File: src/rtl/frame_serializer.sv
// Unloads a W-bit frame as a stream of bytes, oldest (bits [7:0]) first.
// Ready/valid on both sides; all outputs come from registers.
module frame_serializer #(
  parameter int W  = 128,
  parameter int N  = W / 8,
  parameter int CW = (N > 1) ? $clog2(N) : 1
) (
  input  logic         clk,
  input  logic         rst,
  input  logic [W-1:0] load_data,
  input  logic         load_valid,
  output logic         load_ready,
  output logic [7:0]   byte_out,
  output logic         byte_valid,
  input  logic         byte_ready,
  output logic         byte_last,
  output logic         busy
);

  localparam logic       IDLE = 1'b0;
  localparam logic       SEND = 1'b1;
  localparam logic [CW-1:0] LAST_IDX = CW'(N - 1);

  logic          state_q, state_d;
  logic [W-1:0]  shift_q, shift_d;
  logic [CW-1:0] cnt_q,   cnt_d;

  always_comb begin
    state_d = state_q;
    shift_d = shift_q;
    cnt_d   = cnt_q;
    case (state_q)
      IDLE: begin
        if (load_valid) begin
          shift_d = load_data;
          cnt_d   = '0;
          state_d = SEND;
        end
      end
      default: begin
        if (byte_ready) begin
          if (cnt_q == LAST_IDX) begin
            // Clear on exit so no stale frame data lingers in IDLE.
            state_d = IDLE;
            shift_d = '0;
            cnt_d   = '0;
          end else begin
            shift_d = shift_q >> 8;
            cnt_d   = cnt_q + 1'b1;
          end
        end
      end
    endcase
  end

  always_ff @(posedge clk or negedge rst) begin
    if (!rst) begin
      state_q <= IDLE;
      shift_q <= '0;
      cnt_q   <= '0;
    end else begin
      state_q <= state_d;
      shift_q <= shift_d;
      cnt_q   <= cnt_d;
    end
  end

  assign byte_out   = shift_q[7:0];
  assign byte_valid = (state_q == SEND);
  assign busy       = (state_q == SEND);
  assign load_ready = (state_q == IDLE);
  // Gated by state: for N=1 the counter sits at the last index even in IDLE.
  assign byte_last  = (state_q == SEND) && (cnt_q == LAST_IDX);

endmodule

File: config.mk
export PLATFORM = sky130hd
export DESIGN_NAME = frame_serializer
export DESIGN_NICKNAME = d
export VERILOG_FILES = /design/src/rtl/frame_serializer.sv
export SDC_FILE = /design/constraint.sdc
export NUM_CORES = 1
export LEC_CHECK = 0
export BUFFER_PORTS_ARGS = -buffer_cell sky130_fd_sc_hd__buf_2
export CAP_MARGIN = 10
export CORE_MARGIN = 2
export CORE_UTILIZATION = 58
export DETAILED_ROUTE_END_ITERATION = 10
export GPL_TIMING_DRIVEN = 0
export PLACE_DENSITY_LB_ADDON = 0.08
export SLEW_MARGIN = 25
export SYNTH_ARGS = -nofsm -noshare
export SYNTH_HDL_FRONTEND = slang
export SYNTH_SLANG_ARGS = --single-unit
File: constraint.sdc
create_clock -name clk -period 4.57 [get_ports clk]
set_input_delay 1.371 -clock clk [delete_from_list [all_inputs] [get_ports clk]]
set_output_delay 1.371 -clock clk [all_outputs]
set_load 0.05 [all_outputs]
# Word-level counts from Yosys, hierarchy flattened
# Cells that the tools add are included.
[totals]
reg_bits = 133
latchBits = 0
ramBits = 0
memories = 0
mem_bits_ro = 0
out_inout_bits = 12
[op_classes]
multipliers = 0
eq_ne = 2
n_div = 0
n_reduce_logical = 3
add_sub_neg = 1
n_bitwise = 1
muxes = 12
n_lt_le_gt_ge = 0
n_shift = 0
[op_table]
columns = ["operator", "n"]
rows = [
  ["$mux W128", 3],
  ["$mux W120", 1],
  ["$mux W4", 4],
  ["$add A4 B1 Y4 const B", 1],
  ["$eq A4 B4 Y1 const B", 1],
  ["$mux W1", 4],
  ["$ne A2 B2 Y1 const B", 1],
  ["$reduce_and A2 Y1", 1],
  ["$reduce_bool A2 Y1", 1],
  ["$logic_and A1 B1 Y1", 1],
  ["$not A1 Y1", 1],
]

# Longest topological paths before layout
# Gate-level depths: netlist (run 1).
[logic_depth]
depth_word = 4
depth_mapped = 6
ltp_nobuf = 4

# Least setup slack after synthesis (run 1)
# No wires, ideal clock.
[synth_timing]
kind = "register to output"
from = "reg state_q, in the netlist busy"
to = "out byte_last"
n_path_buf = 3
path_stages_with_launch = 6
setup_slack_ps = 1010
arrival_ps = 2189
required_ps = 3199
cell_sequence = "dfrtp_1 > buf_4 > buf_4 > buf_2 > inv_1 > nor2_1"
[synth_between]
elab_chain_len = 1
[synth_lines]
columns = ["item", "line_no", "rtl"]
rows = [
  ["start: declaration", "24", "logic state_q, state_d;"],
  ["start signal: assignment", "62", "state_q <= state_d;"],
  ["$logic_and A1 B1 Y1", "73", "assign byte_last = (state_q == SEND) && (cnt_q == LAST_IDX);"],
  ["end: declaration", "16", "output logic byte_last,"],
]
# Every way passes these cells.

# Worst setup path after layout (run 1)
[layout_timing]
from = "reg cnt_q[0]"
to = "out byte_last"
[layout_between]
elab_chain_len = 2
[layout_lines]
columns = ["item", "line_no", "rtl"]
rows = [
  ["start: declaration", "26", "logic [CW-1:0] cnt_q, cnt_d;"],
  ["start signal: assignment", "64", "cnt_q <= cnt_d;"],
  ["$eq A4 B4 Y1", "73", ""],
  ["$logic_and A1 B1 Y1", "73", ""],
]
# Every way passes these cells.

==> flow_summary.json, run 1 <==
{
  "outcome": "finished, final reports clean",
  "yosysMostFrequentCell": "dfrtp_1",
  "die_x_um": 107.5,
  "fin_nets": 897,
  "r2r_start": "cnt_q[0]$_DFFE_PN0P_",
  "clockBufferDepth": 2,
  "cpPeakStageDelay_ns": 0.42,
  "ys_types": 26,
  "synth_ff_type": "dfrtp_1",
  "synth-async-reset-ratio_pct": 100.0,
  "drtIter0Drc": 568,
  "grt_max_degree": 81,
  "grt.total_usage_pct": 29.91,
  "hold_path_end": "shift_q[123]$_DFFE_PN0P_",
  "synth_warnings": 0,
  "startpoint_type": "register",
  "layout_setup_ws_ns": 1.042,
  "drc": 0,
  "synth_fa_ha_area_share_pct": 0.2015,
  "ctsHtreeMaxLevel": 4,
  "yosysTopAreaCellShare_pct": 53.59,
  "globalplace.congestion": 0.8342,
  "dpl.cell_count": 881,
  "antenna_found_initial": 1,
  "via_count": 5580,
  "syn-num-nets": 734,
  "finish.instance_area_um2": 7692,
  "synth_edf_count": 0,
  "synth_area_um2": 6211,
  "holdBufCountCts": 0,
  "finalClockSkew_ns": 0.007209,
  "initial_utilization_pct": 59.89,
  "worstPathCellList": "ha_1, nand3_1, buf_4, buf_2, nor2_1, buf_2",
  "numClockSinks": 133,
  "cts_tree": "yes",
  "hold_slack_ns": 0.5046,
  "num_io_pins": 144,
  "cts_resized": 0,
  "report.final.hold_viol_count": 0,
  "totalPowerFinal_mw": 4.608,
  "port_buffers": 143,
  "path_common_cell": "buf_2",
  "yosysSeqAreaShare_pct": 53.59,
  "synth-simple-area-share_pct": 11.16,
  "synth_top_family_by_area": "compound AO/OA/AOI/OAI gates",
  "clock_latency_ns": 0.53,
  "grt_pass1_wl_mm": 26.86,
  "synth_compound_area_share_pct": 28.40,
  "clk_pin_slew_ns": 0.06,
  "synth_mux_area_share_pct": 0,
  "yosys-top-cells-area": "dfrtp_1, a2bb2oi_1, nand3_1",
  "drive_gt1_share_pct": 30.24,
  "fin_crit_sh_pct": 77.21,
  "crit_path_end_kind": "output pin",
  "irDropWorstVdd_v": 0.0004222,
  "first_pass_iters": 5,
  "post-cts-setup-buffer-count": 0,
  "wl_per_cell_um": 17.97,
  "timing.final.max_slew_violations": 0,
  "synth.avg_cell_area_um2": 10.33,
  "r2r-end": "shift_q[24]$_DFFE_PN0P_",
  "maxCapViolations": 0,
  "synth-seq-cells": 133,
  "hold_class": "reg2reg",
  "viasPerCell": 6.112,
  "path_class": "reg2out",
  "placed_cell_area_um2": 7134,
  "worstMarginPinSlew_ns": 0.4703,
  "worstPathMaxFanout": 10,
  "utilization_pct": 74.18,
  "worst-r2r-cell-count": 6,
  "holdCritStartpoint": "shift_q[123]$_DFFE_PN0P_",
  "relSlewSlack_pct": 68.64,
  "whs_path_depth": 1,
  "syn_to_final_growth_pct": 23.85,
  "yosysTopAreaCell": "dfrtp_1",
  "cts_made_buffers": 17,
  "die_h_um": 107.5,
  "tns_ns": 0,
  "cp_slowest_cell": "dfrtp_1",
  "yosys-top-cells-count": "dfrtp_1, nand3_1, a2bb2oi_1, o21ai_0, buf_2",
  "core-area_um2": 10370,
  "arrival_ns": 2.16,
  "root_buffer": "clkbuf_8",
  "leakagePower_nw": 3.674,
  "antenna_left": 0,
  "synthCells": 601,
  "grt_pass1_vias": 5547,
  "reg2reg_slack_ns": 2.85,
  "rsz0062_at_grt": "no",
  "crit_required_ns": 3.20,
  "final-instance-count-excl-fill": 913,
  "grt_overflow": 0,
  "finalSetupViolCount": 0,
  "die-area_um2": 11550,
  "wl_mm": 16.41,
  "pre_cts_ws_ns": 1.615,
  "synth_xor_area_share_pct": 0.1410,
  "period_needed_ns": 3.528,
  "rows": 37,
  "place_hpwl_mm": 11.37,
  "antennaDiodeCount": 0,
  "fmax_mhz": 283.4,
  "cellPowerDensity_nw_per_um2": 599.0
}
[metal layers]
| layer | track usage [%] | vias to the layer above | share of wire, % |
|---|---|---|---|
| met4 | 11.08 | 0 | 1.8 |
| met5 | 0 | - | 0 |
| met1 | 42.53 | 2723 | 46 |
| li1 | - | 2604 | - |
| met3 | 6.356 | 27 | 6.6 |
| met2 | 45.55 | 226 | 46 |
[area by class of cell]
type / count / area, um^2
flip-flops and latches: 133 / 3328
fillers: 752 / 2678
multi-input cells: 391 / 2479
repair buffers: 144 / 753.2
clock buffers: 22 / 452.9
plain buffers: 76 / 400.4
well taps: 136 / 170.2
clock inverters: 10 / 105.1
inverters: 1 / 3.754
[sequential cells by signal, summed over array words and instances (netlist names)]
signal / cells
shift_q: 128
cnt_q: 4
busy: 1
[report_power, final]
group / switching (mW) / total (mW) / internal (mW)
combinational: 0.679 / 1.39 / 0.707
clock: 0.499 / 1.30 / 0.799
sequential: 0.299 / 1.93 / 1.63
total: 1.48 / 4.61 / 3.13
[worst max-delay path: cells and delay by family, from the launching register on]
family | cells | cell delay (ns)
simple gates | 2 | 0.27
buf+inv | 3 | 0.68
fa+ha+maj | 1 | 0.26
flops | 1 | 0.42
[placed cells by master, fill, tap and decap left out, types with 3 or more instances in the layout]
| cell type | n |
|---|---|
| buf_4 | 17 |
| dfrtp_1 | 133 |
| clkinv_2 | 6 |
| clkbuf_1 | 17 |
| nor2_1 | 3 |
| nand3_1 | 124 |
| o21ai_1 | 19 |
| buf_2 | 183 |
| o21ai_0 | 101 |
| clkbuf_16 | 16 |
| a22o_1 | 9 |
| a2bb2oi_1 | 120 |
| clkbuf_8 | 3 |
| buf_1 | 4 |
[worst max path at each step]
| stage | start | end | slack [ns] | depth (start not counted) |
|---|---|---|---|---|
| after floorplan | busy$_DFF_PN0_ | byte_last | 1.01 | 5 |
| after global placement | rst | shift_q[4]$_DFFE_PN0P_ | 0.40 | 1 |
| after detailed placement | cnt_q[0]$_DFFE_PN0P_ | byte_last | 1.62 | 6 |
| after CTS | cnt_q[0]$_DFFE_PN0P_ | byte_last | 1.06 | 6 |
| after global routing | cnt_q[0]$_DFFE_PN0P_ | byte_last | 0.94 | 6 |
| final | cnt_q[0]$_DFFE_PN0P_ | byte_last | 1.04 | 6 |
[kinds of logic (layout without fill, tap and decap cells)]
group	after synthesis	count (layout)
xor gates and xnor gates	1	1
buffers and inverters	77	253
DFF	133	133
and+or+nand+nor	135	135
adders and majority gates	1	1
AOI/OAI and AO/OA	254	254
Power figures use the tool's default switching activity.
==> inputs of run 2 (changes only) <==
--- a/config.mk
+++ b/config.mk
@@ -5,10 +5,11 @@
 export SDC_FILE = /design/constraint.sdc
 export NUM_CORES = 1
 export LEC_CHECK = 0
+export ABC_AREA = 1
 export BUFFER_PORTS_ARGS = -buffer_cell sky130_fd_sc_hd__buf_2
 export CAP_MARGIN = 10
 export CORE_MARGIN = 2
-export CORE_UTILIZATION = 58
+export CORE_UTILIZATION = 51
 export DETAILED_ROUTE_END_ITERATION = 10
 export GPL_TIMING_DRIVEN = 0
 export PLACE_DENSITY_LB_ADDON = 0.08
==> constraint.sdc (replaced) <==
create_clock -name clk -period 3.23 [get_ports clk]
set_input_delay 0.969 -clock clk [delete_from_list [all_inputs] [get_ports clk]]
set_output_delay 0.969 -clock clk [all_outputs]
set_load 0.05 [all_outputs]
==> flow_summary.json, run 2 <==
{
  "outcome": "finished, final reports clean",
  "globalplace.congestion": 0.8166,
  "reg2reg_slack_ns": 1.49,
  "antennaDiodeCount": 0,
  "ctsHtreeMaxLevel": 4,
  "largest_reg_flops": 128,
  "met1_usage_pct": 33.88,
  "rows": 44,
  "clk_pin_slew_ns": 0.06,
  "relSlewSlack_pct": 65.01,
  "holdCritStartpoint": "shift_q[120]$_DFFE_PN0P_",
  "synth_ff_type": "dfrtp_1",
  "yosysTopAreaCell": "dfrtp_1",
  "yosysMostFrequentCell": "nand2_1",
  "totalPowerFinal_mw": 6.681,
  "clock_latency_ns": 0.41,
  "hold_class": "reg2reg",
  "grt.total_usage_pct": 23.57,
  "synth-async-reset-ratio_pct": 100.0,
  "finalClockSkew_ns": 0.006478,
  "wl_per_cell_um": 11.36,
  "fin_nets": 1520,
  "syn_to_final_growth_pct": 20.81,
  "holdBufCountCts": 0,
  "worstPathCellList": "ha_1, nand3_1, buf_2, nor2_1, buf_2",
  "synthCells": 1225,
  "grt_overflow": 0,
  "maxCapViolations": 0,
  "port_buffers": 142,
  "startpoint_type": "register",
  "synth-seq-cells": 133,
  "root_buffer": "clkbuf_16",
  "ys_types": 15,
  "irDropWorstVdd_v": 0.0004004,
  "core-area_um2": 14640,
  "synth_edf_count": 0,
  "final_common_cell": "nand2_1",
  "yosys-top-cells-area": "dfrtp_1, nand2_1, inv_1",
  "place_hpwl_mm": 12.56,
  "leakagePower_nw": 6.429,
  "cellPowerDensity_nw_per_um2": 720.7,
  "first_pass_iters": 5,
  "cp-startpoint": "cnt_q[0]$_DFFE_PN0P_",
  "cts_made_buffers": 17,
  "register_area_um2": 3328,
  "most-common-layout-cells": "nand2_1, buf_2, dfrtp_1, inv_1, buf_4",
  "drtIter0Drc": 479,
  "report.final.hold_viol_count": 0,
  "r2r_start": "cnt_q[0]$_DFFE_PN0P_",
  "die_h_um": 126.7,
  "timing.final.max_slew_violations": 0,
  "antenna_left": 0,
  "yosysTopAreaCellShare_pct": 43.37,
  "grt_pass1_wl_mm": 30.71,
  "numClockSinks": 133,
  "cpPeakStageDelay_ns": 0.41,
  "placed_cell_area_um2": 8652,
  "use_met3_pct": 4.724,
  "clockBufferDepth": 2,
  "drc": 0,
  "finalSetupViolCount": 0,
  "drive_gt1_share_pct": 18.21,
  "crit_required_ns": 2.26,
  "path_common_cell": "buf_2",
  "path_class": "reg2out",
  "crit_path_end_kind": "output pin",
  "grt_max_degree": 68,
  "fin_crit_sh_pct": 92.62,
  "cts_tree": "yes",
  "yosys-top-cells-count": "nand2_1, dfrtp_1, inv_1, buf_2, buf_4",
  "post-cts-setup-buffer-count": 0,
  "finish.instance_area_um2": 9270,
  "fill_cells": 1432,
  "rsz0062_at_grt": "no",
  "cts_resized": 0,
  "arrival_ns": 2.02,
  "syn-num-nets": 1358,
  "regMostFlops": "shift_q",
  "via_count": 7189,
  "fmax_mhz": 334.3,
  "antenna_found_initial": 0,
  "worstPathMaxFanout": 10,
  "die_x_um": 126.7,
  "synth_area_um2": 7674,
  "worstMarginPinSlew_ns": 0.5249,
  "cp_slowest_cell": "dfrtp_1",
  "busiest_layer": "met2",
  "initial_utilization_pct": 52.40,
  "die-area_um2": 16040,
  "yosysSeqAreaShare_pct": 43.37,
  "wl_mm": 18.00,
  "multi_input_area_um2": 3371,
  "period_needed_ns": 2.991,
  "synth.avg_cell_area_um2": 6.264,
  "grt_pass1_vias": 6701,
  "use_met2_pct": 37.33,
  "viasPerCell": 4.539,
  "num_io_pins": 144,
  "synth_warnings": 0
}
[run 2: final cells by class]
| class | count | share of cell area, % |
|---|---|---|
| Inverter | 126 | 5.102 |
| Multi-Input combinational cell | 888 | 36.36 |
| Buffer | 78 | 5.412 |
| Clock inverter | 12 | 1.633 |
| Tap cell | 184 | 2.483 |
| Clock buffer | 20 | 5.034 |
| Timing Repair Buffer | 143 | 8.071 |
| Sequential cell | 133 | 35.90 |
[run 2: through the flow]
step / hold slack, ns / util [%] / setup WS, ns / setup TNS, ns / std cells
after detailed placement: 0.4595 / 59.08 / 0.7099 / 0 / 1552
final: 0.4696 / 63.30 / 0.2385 / 0 / 1584
after CTS: 0.4730 / 63.30 / 0.2372 / 0 / 1584
after global placement: 0.4565 / 58.83 / -0.7154 / -93.28 / 1551
after floorplan: 0.4422 / - / 0.3920 / 0 / 1225
after global routing: 0.4894 / 63.30 / 0.1242 / 0 / 1584
[run 2: cells by family after synthesis]
| group | after synthesis | synth area share, % |
|---|---|---|
| DFF | 133 | 43.37 |
| AOI/OAI and AO/OA | 4 | 0.2609 |
| adders and majority gates | 1 | 0.1630 |
| buffers and inverters | 204 | 12.70 |
| and+or+nand+nor | 883 | 43.50 |
[run 2: final timing paths]
path / to / cells past startpoint
worst max-delay path: byte_last / 5
max in group asynchronous: shift_q[0]$_DFFE_PN0P_ / 2
min in group asynchronous: shift_q[59]$_DFFE_PN0P_ / 1
worst max register to register: shift_q[33]$_DFFE_PN0P_ / 8
worst min-delay path: shift_q[120]$_DFFE_PN0P_ / 2
worst min register to register: shift_q[120]$_DFFE_PN0P_ / 2
[run 2: critical path, delay by kind of cell, from the launching register on]
kind	cells	cell delay (ns)
simple gates	2	0.41
buf+inv	2	0.56
flops	1	0.41
fa+ha+maj	1	0.23
[run 2: routing by layer]
layer	vias up	wire length, um	share of wire [%]
met4	0	134	0.74
met3	13	746	4.1
li1	3849	-	-
met2	155	8153	45
met1	3172	8966	50
met5	-	0	0
[run 2: power breakdown]
| part | internal, mW | switching (mW) | total (mW) |
|---|---|---|---|
| combinational | 0.847 | 1.34 | 2.19 |
| clock | 1.27 | 0.731 | 2.00 |
| sequential | 2.19 | 0.298 | 2.49 |
==> inputs of run 3 (changes only) <==
--- a/config.mk
+++ b/config.mk
@@ -9,7 +9,7 @@
 export BUFFER_PORTS_ARGS = -buffer_cell sky130_fd_sc_hd__buf_2
 export CAP_MARGIN = 10
 export CORE_MARGIN = 2
-export CORE_UTILIZATION = 51
+export CORE_UTILIZATION = 61
 export DETAILED_ROUTE_END_ITERATION = 10
 export GPL_TIMING_DRIVEN = 0
 export PLACE_DENSITY_LB_ADDON = 0.08
==> constraint.sdc (replaced) <==
create_clock -name clk -period 3.55 [get_ports clk]
set_input_delay 1.065 -clock clk [delete_from_list [all_inputs] [get_ports clk]]
set_output_delay 1.065 -clock clk [all_outputs]
set_load 0.05 [all_outputs]
==> flow_summary.json, run 3 (synthesis results as in run 2) <==
{
  "ctsHtreeMaxLevel": 4,
  "final_common_cell": "nand2_1",
  "viasPerCell": 4.653,
  "antenna_found_initial": 0,
  "via_count": 7286,
  "clock_latency_ns": 0.42,
  "antenna_left": 0,
  "arrival_ns": 1.96,
  "relSlewSlack_pct": 69.20,
  "syn_to_final_growth_pct": 19.71,
  "worstPathMaxFanout": 10,
  "place_hpwl_mm": 12.20,
  "leakagePower_nw": 6.414,
  "startpoint_type": "register",
  "report.final.hold_viol_count": 0,
  "root_buffer": "clkbuf_16",
  "dpl.cell_count": 1536,
  "grt_pass1_vias": 6658,
  "largest_reg_flops": 128,
  "worstMarginPinSlew_ns": 0.4620,
  "drc": 0,
  "clockBufferDepth": 2,
  "die_x_um": 116.2,
  "rsz0062_at_grt": "no",
  "pre_cts_ws_ns": 0.9850,
  "finalClockSkew_ns": 0.01065,
  "finalSetupViolCount": 0,
  "num_io_pins": 144,
  "timing.final.max_slew_violations": 0,
  "fmax_mhz": 330.3,
  "grt.total_usage_pct": 28.03,
  "utilization_pct": 75.54,
  "globalplace.congestion": 0.8248,
  "grt_max_degree": 95,
  "die-area_um2": 13490,
  "grt_overflow": 0,
  "regMostFlops": "shift_q",
  "most-common-layout-cells": "nand2_1, buf_2, dfrtp_1, inv_1, buf_4",
  "antennaDiodeCount": 0,
  "fin_nets": 1520,
  "crit_required_ns": 2.48,
  "period_needed_ns": 3.028,
  "fill_cells": 1033,
  "post-cts-setup-buffer-count": 0,
  "cts_tree": "yes",
  "fin_crit_sh_pct": 85.28,
  "final-instance-count-excl-fill": 1566,
  "drtIter0Drc": 583,
  "outcome": "finished, final reports clean",
  "core-area_um2": 12160,
  "cts_resized": 0,
  "die_h_um": 116.2,
  "path_class": "reg2out",
  "irDropWorstVdd_v": 0.0003665,
  "clk_pin_slew_ns": 0.05,
  "totalPowerFinal_mw": 5.930,
  "first_pass_iters": 5,
  "holdBufCountCts": 0,
  "cellPowerDensity_nw_per_um2": 645.5,
  "drive_gt1_share_pct": 17.81,
  "wl_per_cell_um": 11.36,
  "initial_utilization_pct": 63.10,
  "rows": 40,
  "cts_made_buffers": 17,
  "maxCapViolations": 0,
  "grt_pass1_wl_mm": 29.60,
  "wl_mm": 17.79,
  "crit_path_end_kind": "output pin",
  "numClockSinks": 133,
  "hold_slack_ns": 0.4722,
  "layout_setup_ws_ns": 0.5225,
  "hold_class": "reg2reg",
  "port_buffers": 142
}
==> run 3: path summary, 6_finish.rpt <==
check,from,end,slack [ns],cells after the start
max,cnt_q[0]$_DFFE_PN0P_,byte_last,0.52,5
min,shift_q[123]$_DFFE_PN0P_,shift_q[123]$_DFFE_PN0P_,0.47,2
max reg2reg,cnt_q[0]$_DFFE_PN0P_,shift_q[59]$_DFFE_PN0P_,1.83,8
min reg2reg,shift_q[123]$_DFFE_PN0P_,shift_q[123]$_DFFE_PN0P_,0.47,2
max in group asynchronous,rst,shift_q[3]$_DFFE_PN0P_,2.29,2
min in group asynchronous,rst,shift_q[57]$_DFFE_PN0P_,0.52,1
==> run 3: layout make-up <==
class                      instances  area (um^2)  area share, %
clock inverter                     4        45.04         0.4903
inverter                         126        473.0          5.148
tap                              168        210.2          2.288
clock buffer                      26        509.2          5.543
buffer                            78        501.7          5.462
multi-input combinational        888         3371          36.69
sequential                       133         3328          36.23
timing repair buffer             143        748.2          8.145
==> run 3: worst max-delay path, stage by stage (launching register included) <==
cell	delay, ns
dfrtp_1	0.40
ha_1	0.21
nand3_1	0.18
buf_2	0.24
nor2_1	0.20
buf_2	0.31
==> run 3: per-stage QoR <==
step                      TNS (ns)  area, um^2
after floorplan                  0        7674
after global placement      -55.31        8594
after detailed placement         0        8632
after CTS                        0        9186
after global routing             0        9186
final                            0        9186
==> run 3: metal layers <==
metal	global-route usage, %	vias up	part of all wire (%)
li1	-	3838	-
met1	38.14	3236	48
met2	46.08	190	46
met3	5.397	22	4.6
met4	8.571	0	1.3
met5	0	-	0
==> run 3: power breakdown <==
part / internal, mW / total (mW) / switching (mW) / leakage (nW)
Combinational: 0.771 / 2.00 / 1.23 / 4.33
Clock: 1.04 / 1.66 / 0.619 / 0.276
Sequential: 2.00 / 2.27 / 0.268 / 1.81
